## src/rtl/step_pkg.sv

```systemverilog
// step_pkg -- shared definitions for the stepper-motor step sequencer.
//
// Holds the FSM state encoding, both coil phase tables (full-step and
// half-step), the table-length constants and the phase-index width that
// the selected table implies.
//
// Build option: define STEP_HALF_STEP_EN to select the 8-entry half-step
// table; without it the 4-entry full-step table and a 2-bit phase index
// are used.
package step_pkg;

  typedef enum logic [1:0] {
    ST_IDLE   = 2'd0,
    ST_RUN    = 2'd1,
    ST_FINISH = 2'd2
  } step_state_t;

  localparam int FULL_STEP_LEN = 4;
  localparam int HALF_STEP_LEN = 8;

  // Coil patterns are ordered {A, B, A', B'}; index 0 is the rest position.
  localparam logic [3:0] FULL_STEP_TABLE [FULL_STEP_LEN] = '{
    4'b1100, 4'b0110, 4'b0011, 4'b1001
  };

  localparam logic [3:0] HALF_STEP_TABLE [HALF_STEP_LEN] = '{
    4'b1000, 4'b1100, 4'b0100, 4'b0110,
    4'b0010, 4'b0011, 4'b0001, 4'b1001
  };

  // Both table lengths are powers of two, so the phase index wraps for free
  // when it over- or under-flows its own width.
`ifdef STEP_HALF_STEP_EN
  localparam int         PHASE_LEN          = HALF_STEP_LEN;
  localparam logic [3:0] PHASE_ZERO_PATTERN = HALF_STEP_TABLE[0];
`else
  localparam int         PHASE_LEN          = FULL_STEP_LEN;
  localparam logic [3:0] PHASE_ZERO_PATTERN = FULL_STEP_TABLE[0];
`endif

  localparam int PHASE_W = $clog2(PHASE_LEN);

endpackage

```

## src/rtl/step_phase_lut.sv

```systemverilog
// step_phase_lut -- maps a phase index onto the coil drive pattern.
//
// Ports:
//   phase_idx  in   PHASE_W  current phase index (0 .. PHASE_LEN-1)
//   pattern    out  4        coil pattern {A, B, A', B'} for that index
//
// Build option: STEP_HALF_STEP_EN selects the half-step table, otherwise
// the full-step table is used.
module step_phase_lut
  import step_pkg::*;
(
  input  logic [PHASE_W-1:0] phase_idx,
  output logic [3:0]         pattern
);

  always_comb begin
`ifdef STEP_HALF_STEP_EN
    pattern = HALF_STEP_TABLE[phase_idx];
`else
    pattern = FULL_STEP_TABLE[phase_idx];
`endif
  end

endmodule

```

## src/rtl/step_sequencer.sv

```systemverilog
// step_sequencer -- stepper-motor phase sequencer.
//
// Moves the motor by a requested number of steps in a requested direction,
// taking one step per upstream tick pulse, and tracks absolute position.
//
// Parameters:
//   STEPS_W    width of the step-count and position fields
//   IDLE_HOLD  1 keeps the coils energised while idle, 0 drops them to 0000
//
// Ports:
//   sclk   in   1        system clock, rising edge
//   rst    in   1        asynchronous active-high reset
//   tick   in   1        step-rate pulse, acted on only while running
//   start  in   1        move request, acted on only while idle
//   dir    in   1        1 = forward, 0 = reverse (sampled with start)
//   steps  in   STEPS_W  number of steps to move (sampled with start)
//   stop   in   1        abort the current move
//   coil   out  4        registered coil drive pattern {A, B, A', B'}
//   busy   out  1        high while a move is running
//   done   out  1        one-cycle pulse at move completion or abort
//   pos    out  STEPS_W  signed position, wraps modulo 2^STEPS_W
//
// Build option: define STEP_HALF_STEP_EN for half-step drive (8-entry
// table); the default build uses full-step drive (4-entry table).
module step_sequencer
  import step_pkg::*;
#(
  parameter int STEPS_W   = 16,
  parameter bit IDLE_HOLD = 1'b1
) (
  input  logic               sclk,
  input  logic               rst,
  input  logic               tick,
  input  logic               start,
  input  logic               dir,
  input  logic [STEPS_W-1:0] steps,
  input  logic               stop,
  output logic [3:0]         coil,
  output logic               busy,
  output logic               done,
  output logic [STEPS_W-1:0] pos
);

  step_state_t        state, state_n;
  logic [PHASE_W-1:0] phase_idx, phase_n;
  logic [STEPS_W-1:0] remaining, remaining_n;
  logic [STEPS_W-1:0] pos_n;
  logic               dir_q, dir_n;
  logic [3:0]         next_pattern;

  // The pattern is looked up from the next phase index so that the
  // registered coil output shows a new step right after the tick edge.
  step_phase_lut u_lut (
    .phase_idx (phase_n),
    .pattern   (next_pattern)
  );

  // Next-state logic: stop wins over tick, and a step that consumes the
  // last remaining count heads straight for FINISH.
  always_comb begin
    state_n     = state;
    phase_n     = phase_idx;
    remaining_n = remaining;
    pos_n       = pos;
    dir_n       = dir_q;

    case (state)
      ST_IDLE: begin
        if (start) begin
          if (steps != '0) begin
            remaining_n = steps;
            dir_n       = dir;
            state_n     = ST_RUN;
          end else begin
            state_n = ST_FINISH;
          end
        end
      end

      ST_RUN: begin
        if (stop) begin
          state_n = ST_FINISH;
        end else if (tick) begin
          if (dir_q) begin
            phase_n = phase_idx + PHASE_W'(1);
            pos_n   = pos + STEPS_W'(1);
          end else begin
            phase_n = phase_idx - PHASE_W'(1);
            pos_n   = pos - STEPS_W'(1);
          end
          remaining_n = remaining - STEPS_W'(1);
          if (remaining == STEPS_W'(1)) begin
            state_n = ST_FINISH;
          end
        end
      end

      ST_FINISH: begin
        state_n = ST_IDLE;
      end

      default: begin
        state_n = ST_IDLE;
      end
    endcase
  end

  // State, counters and registered outputs. busy/done/coil are derived
  // from the next state so they line up with the state register.
  always_ff @(posedge sclk or posedge rst) begin
    if (rst) begin
      state     <= ST_IDLE;
      phase_idx <= '0;
      remaining <= '0;
      pos       <= '0;
      dir_q     <= 1'b0;
      busy      <= 1'b0;
      done      <= 1'b0;
      coil      <= IDLE_HOLD ? PHASE_ZERO_PATTERN : 4'b0000;
    end else begin
      state     <= state_n;
      phase_idx <= phase_n;
      remaining <= remaining_n;
      pos       <= pos_n;
      dir_q     <= dir_n;
      busy      <= (state_n == ST_RUN);
      done      <= (state_n == ST_FINISH);
      coil      <= (IDLE_HOLD || (state_n == ST_RUN)) ? next_pattern : 4'b0000;
    end
  end

endmodule

```

## config.mk

```make
export PLATFORM = sky130hd
export DESIGN_NAME = step_sequencer
export DESIGN_NICKNAME = d
export VERILOG_FILES = /design/src/rtl/step_pkg.sv /design/src/rtl/step_phase_lut.sv /design/src/rtl/step_sequencer.sv
export SDC_FILE = /design/constraint.sdc
export NUM_CORES = 1
export LEC_CHECK = 0
export ABC_AREA = 1
export BUFFER_PORTS_ARGS = -buffer_cell sky130_fd_sc_hd__buf_2
export CORE_MARGIN = 4
export CORE_UTILIZATION = 52
export CTS_BUF_LIST = sky130_fd_sc_hd__clkbuf_16
export DETAILED_ROUTE_END_ITERATION = 10
export MAX_ROUTING_LAYER = met4
export PLACE_DENSITY = 0.76
export SLEW_MARGIN = 15
export SYNTH_ARGS = -nofsm -noshare
export SYNTH_HDL_FRONTEND = slang
export SYNTH_SLANG_ARGS = --single-unit
```

## constraint.sdc

```tcl
create_clock -name sclk -period 1.8 [get_ports sclk]
set_input_delay 0.09 -clock sclk [delete_from_list [all_inputs] [get_ports sclk]]
set_output_delay 0.09 -clock sclk [all_outputs]
set_load 0.01 [all_outputs]
```

# Yosys cells after proc, flatten, opt, wreduce, memory -nomap -nowiden
# Index checks and enable logic that the tools add are counted.
# totals
inputBits	22
reg_bits	43
wordCells	49
# classes
n_addsub	5
n_eq_ne	8
n_bitwise	2
magnitude_cmp	1
mux	19
n_reduce_logical	6
# op_table
cell	count
16-bit 2-to-1 mux	5
16-bit case mux with 2 select lines	1
16-bit by 1-bit subtractor with 16-bit output, second input constant	2
2-bit 2-to-1 mux	9
16-bit by 1-bit adder with 16-bit output, second input constant	1
16-bit by 1-bit equality test with 1-bit output, second input constant	1
16-bit nonzero test	1
4-bit binary-select mux with 2-bit select	1
4-bit 2-to-1 mux	2
2-bit inequality test, second input constant	4
3-bit AND reduction	2
5-bit AND reduction	1
2-bit by 1-bit equality test with 1-bit output, second input constant	2
2-bit case mux with 2 select lines	1
3-bit greater-or-equal comparator, second input constant	1
2-bit NOT with 3-bit output	1
2-bit by 1-bit adder with 2-bit output, second input constant	1
2-bit equality test, second input constant	1
2-bit zero test	1
2-bit nonzero test	1
2-bit by 1-bit subtractor with 2-bit output, second input constant	1
1-bit NOT	1

# Logic depth before layout (Yosys ltp)
# logic_depth
ltp_word	9
ltp_mapped	12
mapped_depth_nobuf	12

# Cells and area by module
# From an unflattened synthesis, not the netlist that was laid out.
# unflattened
hier_cells	472
area_unflattened_um2	3274.4
# modules_own_cells
module	cells_per_inst	area_each_um2	n_inst
step_sequencer	463	3236.9	1
step_phase_lut	9	37.5	1

# Worst setup path before layout
# No wires, ideal clock.
# synth_path
kind	register to register
start	register dir_q
end	register pos[15]
setup_ns	0.117
t_required_ns	1.683
stages_incl_launch_ff	12
arrival_time_ns	1.814
path_buffers	0
period_less_slack_ns	1.931
path_slack_ns	-0.131
path_cell_list	dfrtp_1 > inv_1 > ha_1 > or2_2 > nand3_1 > nand2_1 > nand2_1 > nand2_1 > nand2_1 > nand2_1 > nand2_1 > nand2_1
# synth_via
elab_chain_cells	1
# synth_rtl
element	line_no	rtl
from (decl)	step_sequencer.sv:48	logic dir_q, dir_n;
from (signal assigned)	step_sequencer.sv:125	dir_q <= dir_n;
16-bit 2-to-1 mux	step_sequencer.sv:84	if (dir_q) begin
to (signal assigned)	step_sequencer.sv:124	pos <= pos_n;
to (decl)	step_sequencer.sv:41	output logic [STEPS_W-1:0] pos
# No other way between the ends.
# A chain may end at the register's enable or synchronous reset.

# Worst setup path in the final report
# layout_path
start	register dir_q
end	register pos[13]
# The elaborated chain is that of the path after synthesis.

==> metrics.cfg <==
[placement]
dp_hpwl_um=5570
pre_cts_slack_ns=-0.101
place.gp.congestion=0.897
port_buffers=43

[worst_setup_path]
cpMaxStageDelayCell=dfrtp_1
crit_path_end=pos[13]
ff2ff_path_depth=11
worstPathMaxFanout=15
path_buf_inv=2
crit_path_start_kind=flop
reg2reg_from=dir_q
worst-endpoint-required_ns=1.98
crit_path_end_kind=flop
crit_chain=clkinvlp_4, buf_12, ha_4, nand2_1, nand3b_1, nand2_2, nand2_1, nand2_1, nand2_1, nand3_1, nand2_1
path_common_cell=nand2_1
rrSetupSlack_ns=-0.07
cp.depth=11
r2r_end=pos[13]
crit_type=reg2reg
critPathMaxStageDelay_ns=0.39
crit_start=dir_q
crit_family=simple AND/OR/NAND/NOR gates
cp.arrival_ns=2.04

[sta]
rsz0062_at_grt=yes
relSlewSlack_pct=64.0
max_slew.worst_pin.slew_ns=0.541
max_clock_freq_mhz=536
worst_slack_ns=-0.0668
setup_viol=10
hold_viol=0
fin_crit_ns=1.87
fin_crit_sh_pct=104
fin_worst_skew_ns=0.00354
slew_viol_final=0

[routing]
top_layer_used=met4
avgRoutedWirePerCell_um=13.1
drc_errors=0
met3WireLength_um=348
dr.pass1.iters=5
drt-initial-drc-count=189
num_vias=3168
wl_um=7900
routed_via_density=5.26
dr_wl_met2_um=3960
ant_nets=0
met1Wirelength_um=3410

[clocking]
clk_latency_ns=0.29
cts-root-buf=clkbuf_16
clk_pin_slew_ns=0.06
htree_levels=2
clk_path_buf_depth=2
cts_tree=built
clock_sinks=42
cts_buffers=5

[global_routing]
grt_usage_pct=22.4
grt_max_degree=43
grt_overflow_total=0
first_global_vias=2909
antenna_found_initial=0
grt_pass1_wl_um=12900

[flow_run]
maxCapViolCount=0

[power_and_ir_drop]
p_seq_share_pct=24.3
p_clk_share_pct=11.6
combPwrFrac_pct=64.0
power.leakage_nw=2.05
p_int_mw=4.05
power_switching_mw=3.63
ir_drop_uv=1010
total_power_mw=7.68
power.density_mw_per_mm2=1960
swShare_pct=47.2

[logic_synthesis]
synth_fa_ha_area_share_pct=7.05
netlist_top_cells_area=dfrtp_1 32%, nand2_1 19%, inv_1 7.8%, nand3_1 6.7%, ha_1 6.4%
synthCells=466
yosysTopAreaCellShare_pct=32.0
synth_area_per_cell_um2=6.71
synth_top_cell_by_area=dfrtp_1
syn-cell-area_mm2=0.00313
synthXorXnorAreaFrac_pct=3.64
synth-seq-area-share_pct=33.7
synth_compound_area_share_pct=7.29
ys_types=32
ys_ff_latch=42
ys_warn_count=0
synth-simple-area-share_pct=38.3
synth_nets=505
synthMuxAreaShare_pct=0
synth_top_family_by_area=simple AND/OR/NAND/NOR gates

[floorplanning]
initial_core_util_pct=55.1
rows=27
io_pins=44
fp.coreArea_mm2=0.00568
die_y_um=85.5
dieArea_mm2=0.00731
die_w_um=85.5

[hold_path]
hold_class=in2reg

[final_layout]
final_core_utilization_pct=69.0
layout_common_cells=151 x nand2_1, 62 x inv_1, 44 x nor2_1
nets=568
final_common_cell=nand2_1
fillers=484
diodes=0
drive_gt1_share_pct=22.5
area_growth_pct=25.2

[run_status]
run_status=finished with violations
violations=setup timing

[worst min-delay path by stage]
stage / slack, ns / to / start / depth (start not counted)
6_report: 0.1 / dir_q / dir / 3
2_1_floorplan: 0.25 / dir_q / dir / 2
3_5_place_dp: 0.26 / remaining[0] / rst / 3
5_1_grt: 0.11 / dir_q / dir / 3
3_3_place_gp: 0.25 / remaining[0] / rst / 3
4_1_cts: 0.1 / dir_q / dir / 3
[routing by layer]
metal / GRT usage [%] / vias to the layer above
met5: - / -
li1: - / 1595
met3: 3.46 / 21
met4: 8.63 / 0
met2: 38.8 / 94
met1: 25.9 / 1458
[power groups by stage]
stage / registers (mW) / clock network, mW / logic [mW]
finish: 1.87 / 0.894 / 4.92
global placement: 1.81 / 0 / 4.04
floorplan: 1.85 / 0 / 2.87
CTS: 1.85 / 0.915 / 4.51
detailed placement: 1.82 / 0 / 4.16
global route: 1.93 / 0.956 / 5.47
[cells in the mapped netlist]
master,n
a21oi_1,12
a31oi_1,3
and2_1,2
buf_2,3
buf_4,2
buf_6,2
clkbuf_1,2
dfrtp_1,40
dfstp_2,2
fa_1,1
ha_1,16
inv_1,65
inv_2,1
inv_4,1
nand2_1,162
nand2_4,4
nand3_1,42
nand3_4,1
nand3b_1,9
nand4_1,4
nor2_1,47
nor3_1,3
nor4_1,1
o21ai_0,18
o21ai_1,9
o22ai_1,1
o31ai_1,1
or2_2,2
xnor2_1,5
xnor2_2,1
xor2_1,3
xor2_4,1
[cells by family (layout without fill, tap and decap cells)]
logic type,after synthesis,after routing
DFF,42,42
buffers and inverters,76,140
AOI/OAI and AO/OA,44,44
adders and majority gates,17,17
xor gates and xnor gates,10,10
and+or+nand+nor,277,277
[flip-flops by register name, summed over array words and instances (netlist names)]
signal,flops
done,1
phase_idx,1
pos,16
remaining,16
dir_q,1
state,2
coil,4
busy,1
[cell type report]
cell class                 instances  area, um2  share of cell area [%]
multi-input combinational        348       1970                    50.4
sequential                        42       1050                    26.9
timing repair buffer              65        395                    10.1
inverter                          67        258                    6.59
clock buffer                       5        125                    3.20
tap                               72       90.1                    2.30
clock inverter                     3       17.5                   0.448
[worst min-delay path: stages]
cell	delay (ns)
buf_2	0.09
nor2_1	0.04
a21oi_1	0.11
[metrics by stage]
stage,area [um2],TNS [ns],hold WS [ns],std cells
3_5_place_dp,3540,-0.504,0.258,590
3_3_place_gp,3540,-0.0616,0.249,590
2_1_floorplan,3140,-0.309,0.252,466
4_1_cts,3830,-0.125,0.0990,600
5_1_grt,3910,-1.57,0.107,602
6_report,3910,-0.440,0.0978,602
[timing repair]
action	CTS	global route
pin swaps	2	3
gates resized for setup	19	16
hold buffers	1	0
setup buffers	1	2
hold endpoints to repair	40	0
endpoints found under the setup margin	11	12
Power figures use the tool's default switching activity.
